[src/rtl/nibble_serial_pkg.sv]
// nibble_serial_pkg: shared FSM state type and nibble width for the nibble-serial adder
package nibble_serial_pkg;
    typedef enum logic {IDLE, RUN} state_t;
    localparam int NW = 4;
endpackage

[src/rtl/nibble_serial_adder_cla4_slice.sv]
// cla4_slice: combinational 4-bit carry-look-ahead adder slice
// ports: a, b (nibble operands), cin (carry in), s (nibble sum), cout (carry out)
module cla4_slice
    import nibble_serial_pkg::*;
(
    input  logic [NW-1:0] a,
    input  logic [NW-1:0] b,
    input  logic          cin,
    output logic [NW-1:0] s,
    output logic          cout
);
    logic [3:0] g, p;
    logic [4:0] c;
    assign g = a & b;
    assign p = a ^ b;
    // every carry is formed directly from generate/propagate terms, no ripple
    assign c[0] = cin;
    assign c[1] = g[0] | (p[0] & cin);
    assign c[2] = g[1] | (p[1] & g[0]) | (p[1] & p[0] & cin);
    assign c[3] = g[2] | (p[2] & g[1]) | (p[2] & p[1] & g[0]) | (p[2] & p[1] & p[0] & cin);
    assign c[4] = g[3] | (p[3] & g[2]) | (p[3] & p[2] & g[1]) | (p[3] & p[2] & p[1] & g[0])
                | (p[3] & p[2] & p[1] & p[0] & cin);
    assign s    = p ^ c[3:0];
    assign cout = c[4];
endmodule

[src/rtl/nibble_serial_adder.sv]
// nibble_serial_adder: WIDTH-bit adder computed one nibble per cycle through one shared CLA slice
// ports: clk, rst (async, active-high), start/a/b/cin (request, captured in IDLE),
//        busy (in RUN), done (one-cycle result pulse), sum/cout (registered result),
//        ovf (signed overflow, only when NIBBLE_SERIAL_ADDER_OVF_EN is defined)
module nibble_serial_adder
    import nibble_serial_pkg::*;
#(
    parameter int WIDTH = 16
) (
    input  logic             clk,
    input  logic             rst,
    input  logic             start,
    input  logic [WIDTH-1:0] a,
    input  logic [WIDTH-1:0] b,
    input  logic             cin,
    output logic             busy,
    output logic             done,
    output logic [WIDTH-1:0] sum,
`ifdef NIBBLE_SERIAL_ADDER_OVF_EN
    output logic             ovf,
`endif
    output logic             cout
);
    localparam int NIB = WIDTH / NW;
    localparam int IW  = $clog2(NIB);
    state_t state, state_n;
    logic [IW-1:0] idx;
    logic [WIDTH-1:0] ra, rb;
    logic [NW-1:0] s_a, s_b, s_s;
    logic carry, s_co, last;
    assign last = idx == IW'(NIB - 1);
    assign s_a  = ra[idx*NW +: NW];
    assign s_b  = rb[idx*NW +: NW];
    cla4_slice u_slice (.a(s_a), .b(s_b), .cin(carry), .s(s_s), .cout(s_co));
    always_ff @(posedge clk or posedge rst)
        if (rst) state <= IDLE;
        else     state <= state_n;
    always_comb begin
        state_n = state;
        state_n = (state == IDLE) ? (start ? RUN : IDLE) : (last ? IDLE : RUN);
        busy    = state == RUN;
    end
    always_ff @(posedge clk or posedge rst) begin
        if (rst) begin
            idx   <= '0;
            carry <= 1'b0;
            ra    <= '0;
            rb    <= '0;
            sum   <= '0;
            cout  <= 1'b0;
            done  <= 1'b0;
`ifdef NIBBLE_SERIAL_ADDER_OVF_EN
            ovf   <= 1'b0;
`endif
        end else begin
            done <= 1'b0;
            if (state == IDLE && start) begin
                ra    <= a;
                rb    <= b;
                carry <= cin;
                idx   <= '0;
            end else if (state == RUN) begin
                sum[idx*NW +: NW] <= s_s;
                carry             <= s_co;
                idx               <= idx + 1'b1;
                if (last) begin
                    cout <= s_co;
                    done <= 1'b1;
`ifdef NIBBLE_SERIAL_ADDER_OVF_EN
                    // carry into the MSB is recovered as a^b^s of that bit
                    ovf  <= s_a[NW-1] ^ s_b[NW-1] ^ s_s[NW-1] ^ s_co;
`endif
                end
            end
        end
    end
endmodule

[config.mk]
export PLATFORM = sky130hd
export DESIGN_NAME = nibble_serial_adder
export DESIGN_NICKNAME = d
export VERILOG_FILES = /design/src/rtl/nibble_serial_pkg.sv /design/src/rtl/nibble_serial_adder_cla4_slice.sv /design/src/rtl/nibble_serial_adder.sv
export SDC_FILE = /design/constraint.sdc
export NUM_CORES = 1
export LEC_CHECK = 0
export ABC_AREA = 1
export CAP_MARGIN = 15
export CORE_MARGIN = 2
export CORE_UTILIZATION = 51
export DETAILED_ROUTE_END_ITERATION = 8
export PLACE_DENSITY = 0.83
export RECOVER_POWER = 100
export REMOVE_ABC_BUFFERS = 1
export SYNTH_ARGS = -nofsm -noshare
export SYNTH_HDL_FRONTEND = slang
export SYNTH_HIERARCHICAL = 1
export SYNTH_SLANG_ARGS = --single-unit
[constraint.sdc]
create_clock -name clk -period 2.6 [get_ports clk]
set_input_delay 0.52 -clock clk [delete_from_list [all_inputs] [get_ports clk]]
set_output_delay 0.52 -clock clk [all_outputs]
set_load 0.05 [all_outputs]
==> results.py, run 1 <==
metrics = {
    "drt": {
        "drt-total-wl_mm": 5.71,
        "wl_per_cell_um": 11.9,
        "first_pass_iters": 4,
        "drtIter0Drc": 187,
        "ant_nets": 0,
        "vias_per_cell": 4.91,
        "vias": 2353,
        "drc": 0,
    },
    "power_and_ir_drop": {
        "power_density_nw_per_um2": 1360,
        "leakagePower_nw": 1.80,
        "total_power_mw": 4.56,
        "ir_worst_vdd_uv": 651,
    },
    "clock_network": {
        "cts_buffers": 5,
        "htree_levels": 2,
        "cts_root_buffer": "clkbuf_8",
        "clk_path_buf_depth": 2,
        "insertion_delay_ps": 290,
        "cts_sinks": 54,
        "cts.repair_timing.setup_buffer_count": 0,
        "cts_tree": "done",
        "cts.clk_slew.worst_paths_ps": 90,
    },
    "layout": {
        "stdcell_area_sq_um": 3360,
        "multiInputGateArea_sq_um": 1100,
        "seqCellArea_sq_um": 1350,
        "layout_commonest_cell": "nand2_1",
        "synthToLayoutAreaGrowth_pct": 22.8,
        "drive_gt1_share_pct": 4.40,
        "fin_nets": 455,
        "fillers": 481,
        "diodes": 0,
        "final_cell_mix": "nand2_1 (152), dfrtp_1 (53), inv_1 (45)",
    },
    "die": {
        "rows": 26,
        "dieArea_sq_um": 5970,
        "core_area_sq_um": 5140,
        "initial_core_util_pct": 53.3,
        "die_w_um": 77.3,
        "die_h_um": 77.3,
        "ios": 55,
    },
    "synthesis": {
        "synth_area_per_cell_sq_um": 7.73,
        "synth_cell_type_count": 23,
        "ys_ff_latch": 54,
        "syn-cell-area_sq_um": 2740,
        "synthCells": 354,
        "seq_area_frac_synth_pct": 49.4,
        "yosysWarnings": 6,
    },
    "sta": {
        "timing.hold.ws_ps": 481,
        "hold_viol": 0,
        "tns_ps": 0,
        "period_needed_ps": 2320,
        "fin_ws_ps": 281,
        "finalClockSkew_ps": 2.85,
        "slew_viol_final": 0,
        "fin_crit_sh_pct": 89.2,
        "slew_headroom_pct": 34.6,
        "worstMarginPinSlew_ps": 980,
        "fmax_mhz": 431,
        "rsz0062_at_grt": "false",
        "setup-violations-final": 0,
    },
    "setup_path": {
        "crit_start": "idx[0]",
        "end_kind": "register",
        "cp_common_cell": "nand2_1",
        "cp.depth": 13,
        "reg2reg_setup_slack_ps": 280,
        "reg2reg_to": "sum[15]",
        "critical_path.cell_chain": "clkinv_2, nand2_1, nand3_1, nand2_1, ha_1, or2_0, nand2_1, nand3_1, nand2_1, nand2_1, nor2_1, nand2_1, nand2_1",
        "slowest_stage": "dfrtp_2",
        "worst-path-buf-inv": 1,
        "cpLargestDelayFamily": "simple AND/OR/NAND/NOR gates",
        "crit_fanout": 20,
        "cp.arrival_ps": 2560,
        "crit_path_start_kind": "register",
        "crit_type": "reg -> reg",
        "reg2reg_from": "idx[0]",
        "cp.required_ps": 2840,
        "crit_path_end": "sum[15]",
        "slowest_delay_ps": 530,
        "worst_r2r_path_depth": 13,
    },
    "placement": {
        "gp_congestion": 0.850,
        "dp_hpwl_mm": 4.24,
        "portBuffers": 54,
        "dpl-instance-area_sq_um": 3350,
        "pre_cts_ws_ps": 290,
    },
    "grt": {
        "grt_first_pass_wirelength_mm": 10.1,
        "grt_pass1_vias": 2297,
        "antenna_found_initial": 0,
        "grt_max_degree": 46,
        "grt_usage_pct": 20.7,
        "gr-total-overflow": 0,
    },
    "min_path": {
        "hp-class": "reg -> reg",
    },
    "run_status": {
        "outcome": "finished, final reports clean",
    },
    "run": {
        "cap_violations": 0,
    },
}
==> metrics by stage <==
stage / instances / utilization, %
after global routing: 479 / 65.4
after CTS: 479 / 66.6
after global placement: 472 / 65.1
after floorplan: 344 / -
final: 479 / 65.4
after detailed placement: 472 / 65.1
==> worst register-to-register path, delay by kind of cell, from the launching register on <==
kind / cells / cell delay, ps
adder cells (fa/ha/maj): 1 / 270
buffers and inverters: 1 / 300
flip-flops: 1 / 530
AND/OR/NAND/NOR: 11 / 1170
==> synthesized netlist by cell type <==
master	count	area, sq um
nand2_1	151	567
buf_2	3	15.0
o21ai_1	4	20.0
nand2_2	1	6.26
o21ai_0	18	90.1
buf_4	3	22.5
nand4_1	2	12.5
clkinv_1	1	3.75
inv_1	44	165
or2_2	4	25.0
nand3_1	21	105
inv_2	3	11.3
nand2_4	1	11.3
clkbuf_1	1	3.75
or2_0	1	6.26
buf_6	3	33.8
xnor2_1	1	8.76
o21ai_2	8	70.1
a21oi_1	1	5.00
dfrtp_1	54	1350
fa_1	1	20.0
ha_1	9	113
nor2_1	19	71.3
==> where the power goes <==
part | leakage (nW) | total, mW | switching, mW | internal [mW]
sequential | 0.687 | 1.37 | 0.174 | 1.20
clock | 0.0383 | 0.430 | 0.244 | 0.186
combinational | 1.08 | 2.75 | 1.84 | 0.918
==> sequential cells by signal, summed over array words and instances (netlist names) <==
| register | cells |
|---|---|
| busy | 1 |
| carry | 1 |
| done | 1 |
| sum | 16 |
| rb | 16 |
| ra | 16 |
| idx | 2 |
| cout | 1 |
==> layout make-up <==
cell class,count,area share [%]
clock buffer,7,2.27
multi-input combinational,242,32.7
inverter,48,5.40
tap,70,2.61
timing repair buffer,58,16.8
sequential,54,40.2
==> repair_timing <==
action / 4_1_cts / 5_1_grt
hold buffers: 0 / 0
gates resized for setup: 0 / 2
setup endpoints to repair: 0 / 2
==> worst min path at each step <==
stage | startpoint | to | slack, ps | cells past startpoint
floorplan | ra[0] | ra[0] | 440 | 2
global placement | ra[1] | ra[1] | 460 | 2
detailed placement | ra[0] | ra[0] | 470 | 2
CTS | ra[0] | ra[0] | 490 | 2
global route | ra[1] | ra[1] | 500 | 2
finish | sum[9] | sum[9] | 480 | 2
==> cells by family (layout without fill, tap and decap cells) <==
kind of cell / count (synthesis) / in the layout / share of synthesized area, %
simple gates: 200 / 200 / 29.4
flops: 54 / 54 / 49.4
xor+xnor: 1 / 1 / 0.320
buf+inv: 58 / 113 / 9.32
fa+ha+maj: 10 / 10 / 4.84
compound gates: 31 / 31 / 6.76
==> metal layers <==
metal  up-vias  global-route usage [%]  wire length [um]
li1       1185                       -                 -
met1      1076                    26.5              2550
met2        86                    36.1              2770
met3         6                    3.53               329
met4         0                    5.71                65
met5         -                       0                 0
Note: power is estimated with default switching activity, not from simulation.
==> run 2, diff against run 1 <==
- CORE_UTILIZATION: 51 -> 50
- SYNTH_HIERARCHICAL: 1 -> not set
==> run 2 against run 1 <==
Effect of this change: clock skew rose by 4.8 ps; largest cell class unchanged; non-clock buffer count rose by 2; fmax rose by 3.1%; setup slack improved by 70 ps; critical path type unchanged; critical path depth fell by 4; worst hold slack got worse by 5.2 ps; sequential share of layout area rose by 1.4 points; sequential power rose by 3%; register-to-register slack improved by 70 ps.
==> results.py, run 2 <==
metrics = {
    "drt": {
        "drt-total-wl_mm": 5.36,
        "vias": 2157,
        "wl_per_cell_um": 12.4,
        "drtIter0Drc": 187,
        "first_pass_iters": 4,
        "drc": 0,
        "vias_per_cell": 4.99,
        "ant_nets": 0,
    },
    "layout": {
        "stdcell_area_sq_um": 3250,
        "multiInputGateArea_sq_um": 1060,
        "layout_commonest_cell": "nand2_1",
        "diodes": 0,
        "fin_nets": 411,
        "reg_top3": "ra: 16 flops, rb: 16 flops, sum: 16 flops",
        "synthToLayoutAreaGrowth_pct": 27.4,
        "fillers": 418,
        "final_cell_mix": "nand2_1 (141), dfrtp_1 (54), clkdlybuf4s50_1 (33)",
        "drive_gt1_share_pct": 3.84,
        "seqCellArea_sq_um": 1350,
    },
    "setup_path": {
        "crit_fanout": 17,
        "end_kind": "register",
        "cp_common_cell": "nand2_1",
        "worst_r2r_path_depth": 9,
        "crit_type": "reg -> reg",
        "cp.required_ps": 2840,
        "cp.arrival_ps": 2490,
        "crit_path_end": "sum[10]",
        "crit_start": "idx[0]",
        "reg2reg_to": "sum[10]",
        "slowest_delay_ps": 390,
        "crit_path_start_kind": "register",
        "slowest_stage": "dfrtp_1",
        "critical_path.cell_chain": "inv_1, o21ai_0, o22ai_1, ha_1, nand3_1, nand2_1, xor2_1, nand2_1, o21ai_1",
        "reg2reg_from": "idx[0]",
        "reg2reg_setup_slack_ps": 350,
    },
    "sta": {
        "slew_viol_final": 0,
        "rsz0062_at_grt": "false",
        "period_needed_ps": 2250,
        "finalClockSkew_ps": 7.62,
        "tns_ps": 0,
        "fmax_mhz": 445,
        "slew_headroom_pct": 34.9,
        "setup-violations-final": 0,
        "worstMarginPinSlew_ps": 975,
        "hold_viol": 0,
        "fin_crit_sh_pct": 86.5,
    },
    "die": {
        "die_w_um": 75.4,
        "dieArea_sq_um": 5680,
        "ios": 55,
        "core_area_sq_um": 4820,
        "initial_core_util_pct": 52.9,
        "die_h_um": 75.4,
        "rows": 25,
    },
    "clock_network": {
        "cts.repair_timing.setup_buffer_count": 0,
        "htree_levels": 2,
        "post_cts_resized": 0,
        "cts_root_buffer": "clkbuf_8",
        "postCtsHoldBufs": 0,
        "cts_tree": "done",
        "clk_path_buf_depth": 2,
        "insertion_delay_ps": 310,
        "cts_sinks": 54,
        "cts.clk_slew.worst_paths_ps": 100,
        "cts_buffers": 5,
    },
    "power_and_ir_drop": {
        "leakagePower_nw": 1.67,
        "power_density_nw_per_um2": 1370,
        "ir_worst_vdd_uv": 630,
    },
    "synthesis": {
        "synth_top_cell_area_share_pct": 53.0,
        "seq_area_frac_synth_pct": 53.0,
        "yosysWarnings": 0,
        "synth_area_leader_cell": "dfrtp_1",
        "yosysMostFrequentCell": "nand2_1",
        "ys_top_cells_by_area": "dfrtp_1 (53%), nand2_1 (20%), ha_1 (4.9%)",
        "synth_cell_type_count": 27,
        "synth_area_per_cell_sq_um": 8.27,
        "syn-cell-area_sq_um": 2550,
        "ys_ff_latch": 54,
        "synth_ff_type": "dfrtp_1",
        "synth-edff-count": 0,
        "async_reset_ff_share_pct": 100,
        "netlist_top_cells_count": "nand2_1 (139), dfrtp_1 (54), o21ai_0 (25), nor2_1 (21), inv_1 (14)",
        "synthCells": 308,
    },
    "placement": {
        "portBuffers": 54,
        "gp_congestion": 0.878,
        "dp_hpwl_mm": 3.91,
        "dpl-instance-area_sq_um": 3180,
    },
    "run": {
        "cap_violations": 0,
    },
    "min_path": {
        "hp-class": "reg -> reg",
        "min_from": "rb[9]",
    },
    "grt": {
        "antenna_found_initial": 0,
        "grt_usage_pct": 21.7,
        "grt_pass1_vias": 2125,
        "grt_first_pass_wirelength_mm": 9.47,
        "gr-total-overflow": 0,
        "grt_max_degree": 34,
    },
    "run_status": {
        "outcome": "finished, final reports clean",
    },
}
[run 2: area by class of cell]
type,count,area share [%]
repair buffers,60,17.8
flip-flops and latches,54,41.6
well taps,67,2.58
clock buffers,5,2.12
multi-input cells,228,32.7
clock inverters,3,1.39
inverters,15,1.73
[run 2: worst min path at each step]
stage / slack [ps] / endpoint / depth (start not counted)
finish: 480 / rb[9] / 2
detailed placement: 450 / rb[9] / 2
global route: 500 / ra[5] / 2
CTS: 480 / rb[9] / 2
global placement: 450 / rb[8] / 2
floorplan: 440 / rb[10] / 2
[run 2: logic make-up (layout without fill, tap and decap cells)]
group,Yosys count,in the layout,share of synthesized area [%]
simple gates,176,176,27.7
flops,54,54,53.0
compound gates,39,39,8.25
buf+inv,26,83,4.32
fa+ha+maj,11,11,5.70
xor+xnor,2,2,0.983
[run 2: through the flow]
step                      util (%)  setup slack, ps  instances  total power [mW]  hold WS [ps]
after floorplan                  -              240        297              3.26           437
after global placement        65.9              575        424              3.96           451
after detailed placement      65.9              462        424              4.06           453
after CTS                     68.3              447        432              4.62           477
after global routing          67.4             82.7        432              4.88           503
final                         67.4              351        432              4.46           476
[run 2: critical path: cells and delay by family (launching register included)]
family	cells	cell delay [ps]
adder cells (fa/ha/maj)	1	310
AO/OA/AOI/OAI	3	550
AND/OR/NAND/NOR	3	270
buffers and inverters	1	330
flip-flops	1	390
XOR/XNOR	1	340
[run 2: per-layer routing]
layer / share of wire, % / vias up / track usage (%)
met2: 48 / 71 / 36.7
met3: 5.8 / 9 / 4.37
li1: - / 1088 / -
met5: 0 / - / 0
met4: 1.7 / 0 / 6.63
met1: 45 / 989 / 28.3
[run 2: power by group]
group          internal (mW)  total (mW)  switching, mW
clock network          0.287       0.560          0.273
registers               1.20        1.41          0.207
logic                  0.832        2.49           1.66
==> run 3, diff against run 2 <==
- TNS_END_PERCENT: not set -> 30
==> results of run 3 <==
Same layout as run 2: the final DEF is identical, and so are final timing and power.
